==> src/rtl/fifo_wr_arbiter_if.sv <==
// Bundle of requester, RAM-port and FIFO-status signals for fifo_wr_arbiter.
// The slave modport is the arbiter; the master modport is the requester/consumer side.
interface fifo_wr_arbiter_if #(
    parameter int unsigned WIDTH = 8,
    parameter int unsigned DEPTH = 16,
    parameter int unsigned NREQ  = 4
);
    localparam int unsigned AW = $clog2(DEPTH);

    logic [NREQ-1:0]       req;
    logic [NREQ*WIDTH-1:0] req_data;
    logic [NREQ-1:0]       gnt;
    logic                  ram_wenc;
    logic [AW-1:0]         ram_waddr;
    logic [WIDTH-1:0]      ram_wdata;
    logic                  ram_renc;
    logic [AW-1:0]         ram_raddr;
    logic                  rinc;
    logic                  wfull;
    logic                  rempty;
    logic [AW:0]           count;

    modport master (
        output req, req_data, rinc,
        input  gnt, ram_wenc, ram_waddr, ram_wdata, ram_renc, ram_raddr,
               wfull, rempty, count
    );

    modport slave (
        input  req, req_data, rinc,
        output gnt, ram_wenc, ram_waddr, ram_wdata, ram_renc, ram_raddr,
               wfull, rempty, count
    );
endinterface

==> src/rtl/fifo_wr_arbiter.sv <==
// Round-robin burst arbiter that lets NREQ requesters write into one FIFO
// built on an external dual-port RAM; the consumer reads through rinc.
module fifo_wr_arbiter #(
    parameter int unsigned WIDTH = 8,
    parameter int unsigned DEPTH = 16,
    parameter int unsigned NREQ  = 4,
    parameter int unsigned BURST = 4
) (
    input  logic              clk,
    input  logic              rst,
    fifo_wr_arbiter_if.slave  bus
);
    localparam int unsigned AW = $clog2(DEPTH);
    localparam int unsigned CW = AW + 1;
    localparam int unsigned OW = $clog2(NREQ);
    localparam int unsigned BW = $clog2(BURST + 1);

    typedef enum logic {ST_IDLE, ST_BURST} state_t;

    state_t          state_q, state_d;
    logic [OW-1:0]   owner_q, owner_d;
    logic [OW-1:0]   last_q, last_d;
    logic [BW-1:0]   beat_q, beat_d;
    logic [AW-1:0]   wptr_q, rptr_q;
    logic [CW-1:0]   count_q;
    logic [NREQ-1:0] gnt;
    logic            wr, rd, full, empty;
    logic [WIDTH-1:0] words [NREQ];

    for (genvar i = 0; i < NREQ; i++) begin : g_words
        assign words[i] = bus.req_data[i*WIDTH +: WIDTH];
    end

    // First requester found searching upward from last+1 with wrap.
    function automatic logic [OW-1:0] rr_pick(input logic [NREQ-1:0] r, input logic [OW-1:0] last);
        logic [OW-1:0] pick;
        logic [OW-1:0] cand;
        pick = last;
        for (int k = NREQ; k >= 1; k--) begin
            cand = OW'((int'(last) + k) % NREQ);
            if (r[cand]) pick = cand;
        end
        return pick;
    endfunction

    assign full  = (count_q == CW'(DEPTH));
    assign empty = (count_q == '0);
    assign rd    = bus.rinc & ~empty;

    always_ff @(posedge clk) begin
        if (rst) begin
            state_q <= ST_IDLE;
            owner_q <= '0;
            last_q  <= OW'(NREQ - 1);
            beat_q  <= '0;
        end else begin
            state_q <= state_d;
            owner_q <= owner_d;
            last_q  <= last_d;
            beat_q  <= beat_d;
        end
    end

    always_comb begin
        state_d = state_q;
        owner_d = owner_q;
        last_d  = last_q;
        beat_d  = beat_q;
        gnt     = '0;
        wr      = 1'b0;
        case (state_q)
            ST_IDLE: begin
                if (|bus.req) begin
                    owner_d = rr_pick(bus.req, last_q);
                    beat_d  = '0;
                    state_d = ST_BURST;
                end
            end
            ST_BURST: begin
                wr           = bus.req[owner_q] & ~full;
                gnt[owner_q] = wr;
                if (wr) beat_d = beat_q + BW'(1);
                // A full FIFO with the owner still requesting simply stalls here.
                if (!bus.req[owner_q] || (wr && beat_q == BW'(BURST - 1))) begin
                    state_d = ST_IDLE;
                    last_d  = owner_q;
                end
            end
            default: state_d = ST_IDLE;
        endcase
    end

    always_ff @(posedge clk) begin
        if (rst) begin
            wptr_q  <= '0;
            rptr_q  <= '0;
            count_q <= '0;
        end else begin
            if (wr) wptr_q <= wptr_q + AW'(1);
            if (rd) rptr_q <= rptr_q + AW'(1);
            case ({wr, rd})
                2'b10:   count_q <= count_q + CW'(1);
                2'b01:   count_q <= count_q - CW'(1);
                default: count_q <= count_q;
            endcase
        end
    end

    assign bus.gnt       = gnt;
    assign bus.ram_wenc  = wr;
    assign bus.ram_waddr = wptr_q;
    assign bus.ram_wdata = words[owner_q];
    assign bus.ram_renc  = rd;
    assign bus.ram_raddr = rptr_q;
    assign bus.wfull     = full;
    assign bus.rempty    = empty;
    assign bus.count     = count_q;
endmodule

==> src/flat_wrapper.sv <==
// flat-port wrapper written by rule: the top's interface ports become plain ports
module fifo_wr_arbiter_flat 
#(
    parameter int unsigned WIDTH = 8,
    parameter int unsigned DEPTH = 16,
    parameter int unsigned NREQ  = 4,
    parameter int unsigned BURST = 4
)
  (clk, rst, bus_req, bus_req_data, bus_rinc, bus_gnt, bus_ram_wenc, bus_ram_waddr, bus_ram_wdata, bus_ram_renc, bus_ram_raddr, bus_wfull, bus_rempty, bus_count);
  fifo_wr_arbiter_if #(.WIDTH(WIDTH), .DEPTH(DEPTH), .NREQ(NREQ)) bus_i ();
  input  logic clk;
  input  logic rst;
  input wire logic [$bits(bus_i.req)-1:0] bus_req;
  input wire logic [$bits(bus_i.req_data)-1:0] bus_req_data;
  input wire logic [$bits(bus_i.rinc)-1:0] bus_rinc;
  output wire logic [$bits(bus_i.gnt)-1:0] bus_gnt;
  output wire logic [$bits(bus_i.ram_wenc)-1:0] bus_ram_wenc;
  output wire logic [$bits(bus_i.ram_waddr)-1:0] bus_ram_waddr;
  output wire logic [$bits(bus_i.ram_wdata)-1:0] bus_ram_wdata;
  output wire logic [$bits(bus_i.ram_renc)-1:0] bus_ram_renc;
  output wire logic [$bits(bus_i.ram_raddr)-1:0] bus_ram_raddr;
  output wire logic [$bits(bus_i.wfull)-1:0] bus_wfull;
  output wire logic [$bits(bus_i.rempty)-1:0] bus_rempty;
  output wire logic [$bits(bus_i.count)-1:0] bus_count;
  assign bus_i.req = bus_req;
  assign bus_i.req_data = bus_req_data;
  assign bus_i.rinc = bus_rinc;
  assign bus_gnt = bus_i.gnt;
  assign bus_ram_wenc = bus_i.ram_wenc;
  assign bus_ram_waddr = bus_i.ram_waddr;
  assign bus_ram_wdata = bus_i.ram_wdata;
  assign bus_ram_renc = bus_i.ram_renc;
  assign bus_ram_raddr = bus_i.ram_raddr;
  assign bus_wfull = bus_i.wfull;
  assign bus_rempty = bus_i.rempty;
  assign bus_count = bus_i.count;
  fifo_wr_arbiter #(.WIDTH(WIDTH), .DEPTH(DEPTH), .NREQ(NREQ), .BURST(BURST)) u_core (.clk(clk), .rst(rst), .bus(bus_i));
endmodule
==> config.mk <==
export PLATFORM = sky130hd
export DESIGN_NAME = fifo_wr_arbiter_flat
export DESIGN_NICKNAME = d
export VERILOG_FILES = /design/src/rtl/fifo_wr_arbiter_if.sv /design/src/rtl/fifo_wr_arbiter.sv /design/src/flat_wrapper.sv
export SDC_FILE = /design/constraint.sdc
export NUM_CORES = 1
export LEC_CHECK = 0
export ABC_AREA = 1
export CAP_MARGIN = 40
export CORE_ASPECT_RATIO = 2
export CORE_UTILIZATION = 46
export CTS_BUF_LIST = sky130_fd_sc_hd__clkbuf_8
export DETAILED_ROUTE_END_ITERATION = 8
export PLACE_DENSITY = 0.93
export SLEW_MARGIN = 20
export SYNTH_ARGS = -nofsm -noshare
export SYNTH_HDL_FRONTEND = slang
export SYNTH_SLANG_ARGS = --single-unit
==> constraint.sdc <==
create_clock -name clk -period 5.8 [get_ports clk]
set_input_delay 1.16 -clock clk [delete_from_list [all_inputs] [get_ports clk]]
set_output_delay 1.16 -clock clk [all_outputs]
set_load 0.03 [all_outputs]
======== After elaboration in Yosys (flattened, before gate mapping) ========
Cells that the tools add are included.
Widths: inputs -> output; s select.
operators by class
  add/sub/neg operators ................... 9
  order comparisons ....................... 7
  eq/ne operators ......................... 6
  multiplexer cells ....................... 28
  bitwise operators ....................... 7
  reductions and logical operators ........ 10
operator list
  operator             count
  $bmux 8 s2           1
  $mux 8               2
  $lt 2x3->1 const B   5
  $bmux 1 s2           5
  $pmux 5 s2           1
  $mux 1               9
  $add 4x1->4 const B  2
  $mux 2               4
  $mux 3               2
  $pmux 3 s2           1
  $reduce_and 2->1     3
  $add 5x1->5 const B  1
  $eq 5x5->1 const B   1
  $logic_not 5->1      1
  $sub 5x1->5 const B  1
  $add 2x1->2 const B  2
  $add 2x2->2 const B  2
  $and 4x4->4          1
  $mux 4               1
  $reduce_or 4->1      1
  $add 3x1->3 const B  1
  $eq 3x2->1 const B   1
  $ge 3x3->1 const B   1
  $not 1->1            3
  13 further kinds     15
word-level totals
  flip-flop bits (word level) ............. 21

======== Logic depth before layout (Yosys ltp) ========
Gate-level depths: netlist of run 1.
  depth in word-level cells ............... 7
  gate-level depth with buffers ........... 16
  depth with buffers taken out ............ 15

======== Worst setup path before layout of run 1 ========
Ideal clock, no wire load.
  path type ............................... input-to-output
  start ................................... in bus_req[3]
  end ..................................... out bus_gnt[0]
  arrival time ............................ 2.304 ns
  data required time ...................... 4.640 ns
  slack ................................... 2.336 ns
  stages on the path ...................... 7
  path buffers ............................ 1
  path through ............................ inv_1 > nor2_1 > nor2_2 > nand3_2 > nand2_4 > buf_6 > nor3_1
between the ends
  longest elaborated chain between the ends .. 5
ends and longest elaborated chain
  element                       line                   source
  from (decl)                   flat_wrapper.sv:13     input wire logic [$bits(bus_i.req)-1:0] bus_req;
  $bmux 1 s2                    fifo_wr_arbiter.sv:80  wr = bus.req[owner_q] & ~full;
  $mux 1 (not written as such)  fifo_wr_arbiter.sv:80
  $and 1x1->1                   fifo_wr_arbiter.sv:80
  $and 4x4->4 (no source line)  --
  $mux 4                        fifo_wr_arbiter.sv:71  case (state_q)
  to (decl)                     flat_wrapper.sv:16     output wire logic [$bits(bus_i.gnt)-1:0] bus_gnt;
No other way between the ends. The select of a mux whose other input is x is not followed.

======== Worst setup path after layout of run 1 ========
  start ................................... in bus_req[2]
  end ..................................... out bus_gnt[0]
The elaborated chain is that of the path after synthesis.

==> metrics.yaml, run 1 <==
critical_path:
  end_kind: "output port"
  r2r_cells: 14
  r2r_start: "u_core.owner_q[1]"
  crit_required_ns: 4.64
  worst_path_most_repeated_cell: "clkdlybuf4s50_1"
  crit_path_start_kind: "primary input"
  path_cells: "clkdlybuf4s50_1, inv_1, nor2_1, nor2_2, nand3_2, nand2_4, nor3_1, clkdlybuf4s50_1"
  crit_type: "primary input to output port"
  cp_slowest_stage_delay_ns: 0.70
  timing.rr.end: "u_core.bus.count[4]"
  crit_slowest_cell: "clkdlybuf4s50_1"
  crit_fanout: 14
  reg2reg_setup_slack_ns: 2.84
  critPathArrivalTime_ns: 2.95
outcome:
  status: "finished clean"
grt:
  gr-total-overflow: 0
  grt_pass1_vias: 1577
  antenna_found_initial: 0
  groute.usage.overall_pct: 24.2
  grt_pass1_wl_um: 6600
  grt_max_degree: 24
  met3_usage_pct: 3.04
  met1_usage_pct: 22.6
  top_usage_layer: "met2"
  met2_usage_pct: 49.4
finish:
  multi_input_area_um2: 892
  final_util_pct: 72.8
  register_area_um2: 420
  drive_above_1_share_pct: 3.73
  final_cell_area_um2: 2190
  n_fill_cell: 239
  antennaDiodeCount: 0
  area_growth_syn_to_layout_pct: 48.3
  nets: 344
clock_network:
  cts_inserted_buffers: 3
  post_cts_buffers: 0
  ctsLongestPathBuffers: 2
  cts_tree: "done"
  root_buffer: "clkbuf_8"
  clk_pin_slew_ns: 0.07
  cts-hold-fix-buffers: 0
  cts_sinks: 21
  h-tree-depth: 1
  post_cts_resized: 0
  clkLatencyLatePin_ns: 0.26
hold_path:
  min_from: "u_core.bus.ram_raddr[3]"
  min_path_cells: 2
  whs_endpoint: "u_core.bus.ram_raddr[3]"
  hold_class: "register to register"
run:
  maxCapViolations: 0
floorplan:
  dieWidth_um: 42.1
  dieArea_um2: 3460
  rows: 28
  die_h_um: 82.2
  initial_utilization_pct: 49.1
  core_um2: 3010
  io_pins: 68
placement:
  dpl_cell_area_um2: 2150
  portBuffers: 67
  dp_hpwl_um: 3300
  finalWeightedCongestion: 0.888
yosys:
  synthCells: 232
  syn_nets: 280
  yosysSeqAreaShare_pct: 28.4
  synth_cell_type_count: 21
  avgSynthCellArea_um2: 6.38
  ys_seq_elements: 21
  yosys_warnings: 0
  syn_area_um2: 1480
timing:
  fmax_mhz: 243
  finalSetupViolCount: 0
  fin_setup_tns_ns: 0
  slew_headroom_pct: 51.2
  finClkSkew_ns: 0.00314
  finalHoldViolations: 0
  min_period_ns: 4.11
  finalCritPeriodShare_pct: 70.9
  timing_max_transition_violations_final: 0
  grt_setup_unrepaired: "no"
  tightest_slew_ns: 0.730
detailed_routing:
  drt_first_iter_violations: 47
  vias: 1749
  viasPerCell: 5.38
  avgRoutedWirePerCell_um: 12.6
  drc_errors: 0
  wirelength_um: 4100
  ant_nets: 0
  drt_pass1_iterations: 4
pwr:
  p_seq_share_pct: 25.6
  combPwrFrac_pct: 64.1
  peakVddDrop_mv: 0.299
  p_leak_nw: 1.04
  clkPwrFrac_pct: 10.2
  p_per_area_nw_per_um2: 418
  power.share.switching_pct: 49.2
  p_switching_uw: 451
  p_int_uw: 466
-- sequential cells by signal, indices dropped and copies added (netlist names) --
signal	flops
u_core.owner_q	2
u_core.bus.ram_waddr	4
u_core.beat_q	3
u_core.bus.ram_raddr	4
u_core.last_q	2
u_core.bus.count	5
u_core.state_q	1
-- per-layer routing --
layer | part of all wire, % | wire (um)
met5 | 0 | 0
met4 | 3.0 | 121
met3 | 5.6 | 229
met2 | 56 | 2280
met1 | 36 | 1470
-- layout by cell type, fill, tap and decap left out --
cell type / instances
clkinv_2: 1
and3_1: 1
inv_2: 3
a22oi_1: 8
a21oi_1: 14
nor3_1: 2
nand3_2: 1
nor2_1: 17
inv_1: 31
nand3_1: 39
clkdlybuf4s50_1: 67
fa_1: 1
clkbuf_8: 3
o21ai_0: 15
nand4_1: 3
nor2_2: 2
xor2_1: 5
ha_1: 8
nand2_4: 1
dfxtp_1: 21
nand2_1: 52
-- worst max-delay path: cells and delay by family --
kind,cells,cell delay (ns)
and+or+nand+nor,5,0.56
buffers and inverters,3,1.23
-- power groups by stage --
| stage | registers (mW) | clock network [mW] | logic [mW] |
|---|---|---|---|
| finish | 0.235 | 0.0938 | 0.588 |
| global route | 0.242 | 0.102 | 0.647 |
| CTS | 0.234 | 0.0947 | 0.592 |
| detailed placement | 0.237 | 0 | 0.589 |
| global placement | 0.236 | 0 | 0.574 |
| floorplan | 0.267 | 0 | 0.349 |
-- kinds of logic after synthesis --
group,synth area share (%)
compound gates,13.9
xor+xnor,2.96
fa+ha+maj,8.12
buf+inv,11.3
flops,28.4
simple gates,35.3
-- synth_stat cells --
cell type | instances | area [um^2]
nor2_2 | 2 | 12.5
xor2_1 | 5 | 43.8
ha_1 | 8 | 100
nand3_1 | 39 | 195
inv_2 | 3 | 11.3
nand4_1 | 3 | 18.8
nor2_1 | 17 | 63.8
fa_1 | 1 | 20.0
dfxtp_1 | 21 | 420
a21oi_1 | 14 | 70.1
inv_1 | 31 | 116
and3_1 | 1 | 6.26
nor3_1 | 2 | 10.0
buf_6 | 1 | 11.3
clkbuf_1 | 5 | 18.8
o21ai_0 | 15 | 75.1
buf_2 | 2 | 10.0
nand3_2 | 1 | 10.0
nand2_4 | 1 | 11.3
nand2_1 | 52 | 195
a22oi_1 | 8 | 60.1
-- cell type report --
cell class / instances / share of cell area (%)
Inverter: 34 / 5.82
Clock buffer: 3 / 1.88
Sequential cell: 21 / 19.2
Tap cell: 30 / 1.71
Timing Repair Buffer: 67 / 30.6
Clock inverter: 1 / 0.228
Multi-Input combinational cell: 169 / 40.7
-- how the worst max path moves through the flow --
stage	start	endpoint	slack, ns	cells past startpoint
after CTS	bus_req[3]	bus_gnt[0]	1.68	8
after detailed placement	bus_req[3]	bus_gnt[0]	1.69	8
after global routing	bus_req[2]	bus_gnt[0]	1.57	8
final	bus_req[2]	bus_gnt[0]	1.69	8
after floorplan	bus_req[3]	bus_gnt[0]	2.34	7
after global placement	bus_req[2]	bus_gnt[0]	1.71	8
-- through the flow --
| stage | setup WS (ns) | hold WS [ns] | power [mW] | std cells |
|---|---|---|---|---|
| after CTS | 1.68 | 0.482 | 0.921 | 325 |
| after detailed placement | 1.69 | 0.468 | 0.825 | 321 |
| after global placement | 1.71 | 0.454 | 0.810 | 321 |
| after floorplan | 2.34 | 0.457 | 0.616 | 232 |
| final | 1.69 | 0.483 | 0.917 | 325 |
| after global routing | 1.57 | 0.519 | 0.991 | 325 |
No activity file was read; power rests on OpenSTA's default activity.
==> inputs of run 2 (changes only) <==
- CORE_UTILIZATION: 46 -> 39
- PLACE_DENSITY: 0.93 -> 0.84
- clock period: 5.8 -> 3.3 ns (I/O delays scaled with it)
==> run 2 against run 1 <==
  * First-iteration DRC count shrank 49%
  * Global-route usage shrank 5.2 points
  * Sequential power rose by 71%
  * Critical path type unchanged
==> metrics.yaml, run 2 (synthesis results as in run 1) <==
clock_network:
  clk_pin_slew_ns: 0.07  # about the same
  ctsLongestPathBuffers: 2  # unchanged
  cts-hold-fix-buffers: 0  # unchanged
  cts_tree: "done"
  h-tree-depth: 1  # unchanged
  cts_sinks: 21  # unchanged
  root_buffer: "clkbuf_8"
  cts_inserted_buffers: 3  # unchanged
  clkLatencyLatePin_ns: 0.26  # about the same
  post_cts_resized: 0  # unchanged
  post_cts_buffers: 0  # unchanged
hold_path:
  min_from: "u_core.bus.ram_raddr[3]"
  min_path_cells: 2  # unchanged
  hold_class: "register to register"
  whs_endpoint: "u_core.bus.ram_raddr[3]"
grt:
  antenna_found_initial: 0  # unchanged
  grt_pass1_wl_um: 5840  # -11%
  grt_max_degree: 16  # -33%
  groute.usage.overall_pct: 19.0  # -5.2 points
  grt_pass1_vias: 1462  # -7.3%
  gr-total-overflow: 0  # unchanged
timing:
  timing_max_transition_violations_final: 0  # unchanged
  fin_setup_tns_ns: 0  # unchanged
  fmax_mhz: 320
  grt_setup_unrepaired: "no"
  min_period_ns: 3.12
  slew_headroom_pct: 75.2  # +24 points
  tightest_slew_ns: 0.371  # -0.359 ns
  hold_ws_ns: 0.467  # -0.0153 ns
  finClkSkew_ns: 0.00181  # -0.00132 ns
  finalHoldViolations: 0  # unchanged
  finalSetupViolCount: 0  # unchanged
  finalCritPeriodShare_pct: 94.6
critical_path:
  crit_required_ns: 2.64  # -2.00 ns
  r2r_start: "u_core.owner_q[0]"
  timing.rr.end: "u_core.bus.count[4]"
  crit_type: "primary input to output port"
  reg2reg_setup_slack_ns: 0.73  # -2.11 ns
  end_kind: "output port"
  crit_fanout: 14  # unchanged
  r2r_cells: 13  # -1
  critPathArrivalTime_ns: 2.46  # -0.49 ns
  crit_path_start_kind: "primary input"
run:
  maxCapViolations: 0  # unchanged
finish:
  final_cell_mix: "clkdlybuf4s50_1, nand2_1, nand3_1"
  area_growth_syn_to_layout_pct: 50.9
  final_cell_area_um2: 2230  # +1.8%
  finalNonFillerCells: 346  # +6.5%
  antennaDiodeCount: 0  # unchanged
  final_common_cell: "clkdlybuf4s50_1"
  nets: 346  # +0.58%
  drive_above_1_share_pct: 4.38  # +0.65 points
  largest_reg_flops: 5  # unchanged
floorplan:
  core_um2: 3610  # +20%
  dieArea_um2: 4060  # +17%
  dieWidth_um: 45.6  # +8.2%
  io_pins: 68  # unchanged
  rows: 31  # +11%
  initial_utilization_pct: 41.0  # -8.1 points
  die_h_um: 89.1  # +8.4%
pwr:
  p_leak_nw: 1.05  # +1.1%
  p_per_area_nw_per_um2: 717  # +72%
  peakVddDrop_mv: 0.773  # +160%
placement:
  dpl_cell_area_um2: 2190  # +1.8%
  placed_cells: 342  # +6.5%
  portBuffers: 67  # unchanged
  finalWeightedCongestion: 0.883  # -0.54%
  dp_hpwl_um: 3170  # -4.1%
detailed_routing:
  drc_errors: 0  # unchanged
  drt_pass1_iterations: 4  # unchanged
  viasPerCell: 4.94  # -8.2%
  drt_first_iter_violations: 24  # -49%
  ant_nets: 0  # unchanged
  avgRoutedWirePerCell_um: 11.4  # -9.2%
  vias: 1709  # -2.3%
  wirelength_um: 3960  # -3.4%
outcome:
  status: "finished clean"
-- run 2: changes by cell type in the layout (fill, tap and decap cells not counted), sizes merged --
cell | previous run | this run
clkinv | 1 | 0
inv | 34 | 35
buf | 0 | 2
-- run 2: power breakdown --
part           leakage (nW)  internal [mW]  switching (mW)
sequential            0.173          0.318          0.0858
combinational         0.855          0.423           0.614
clock                0.0269         0.0828          0.0781
-- run 2: metrics by stage --
stage          setup slack, ns  util (%)  power, mW
3_3_place_gp             0.215      60.6       1.44
6_report                 0.179      61.9       1.60
2_1_floorplan            0.836         -       1.08
3_5_place_dp             0.154      60.6       1.45
5_1_grt                 0.0274      61.9       1.73
4_1_cts                  0.134      61.9       1.62
-- run 2: worst max path at each step --
stage | endpoint | from | cells past startpoint
2_1_floorplan | bus_gnt[0] | bus_req[3] | 7
3_3_place_gp | bus_gnt[0] | bus_req[2] | 8
3_5_place_dp | bus_gnt[0] | bus_req[2] | 8
4_1_cts | bus_gnt[0] | u_core.owner_q[0] | 7
5_1_grt | bus_gnt[0] | bus_req[2] | 8
6_report | bus_gnt[0] | bus_req[2] | 8
-- run 2: metal layers --
layer | routed length [um] | vias to the layer above | track usage [%]
li1 | - | 891 | -
met1 | 1420 | 761 | 17.0
met2 | 2240 | 47 | 38.2
met3 | 185 | 10 | 2.42
met4 | 115 | 0 | 8.82
met5 | 0 | - | 0
-- run 2: layout make-up --
cell class | count | area, um^2
Sequential cell | 21 | 422
Multi-Input combinational cell | 169 | 892
Fill cell | 351 | 1370
Clock buffer | 3 | 41.3
Clock inverter | 1 | 3.75
Inverter | 34 | 128
Timing Repair Buffer | 69 | 686
Tap cell | 49 | 61.3
-- run 2: critical path, stage by stage --
cell and delay, ns:
clkdlybuf4s50_1 0.47, inv_1 0.06, nor2_1 0.12, nor2_2 0.06
nand3_2 0.09, nand2_4 0.12, nor3_1 0.17, clkdlybuf4s50_1 0.70
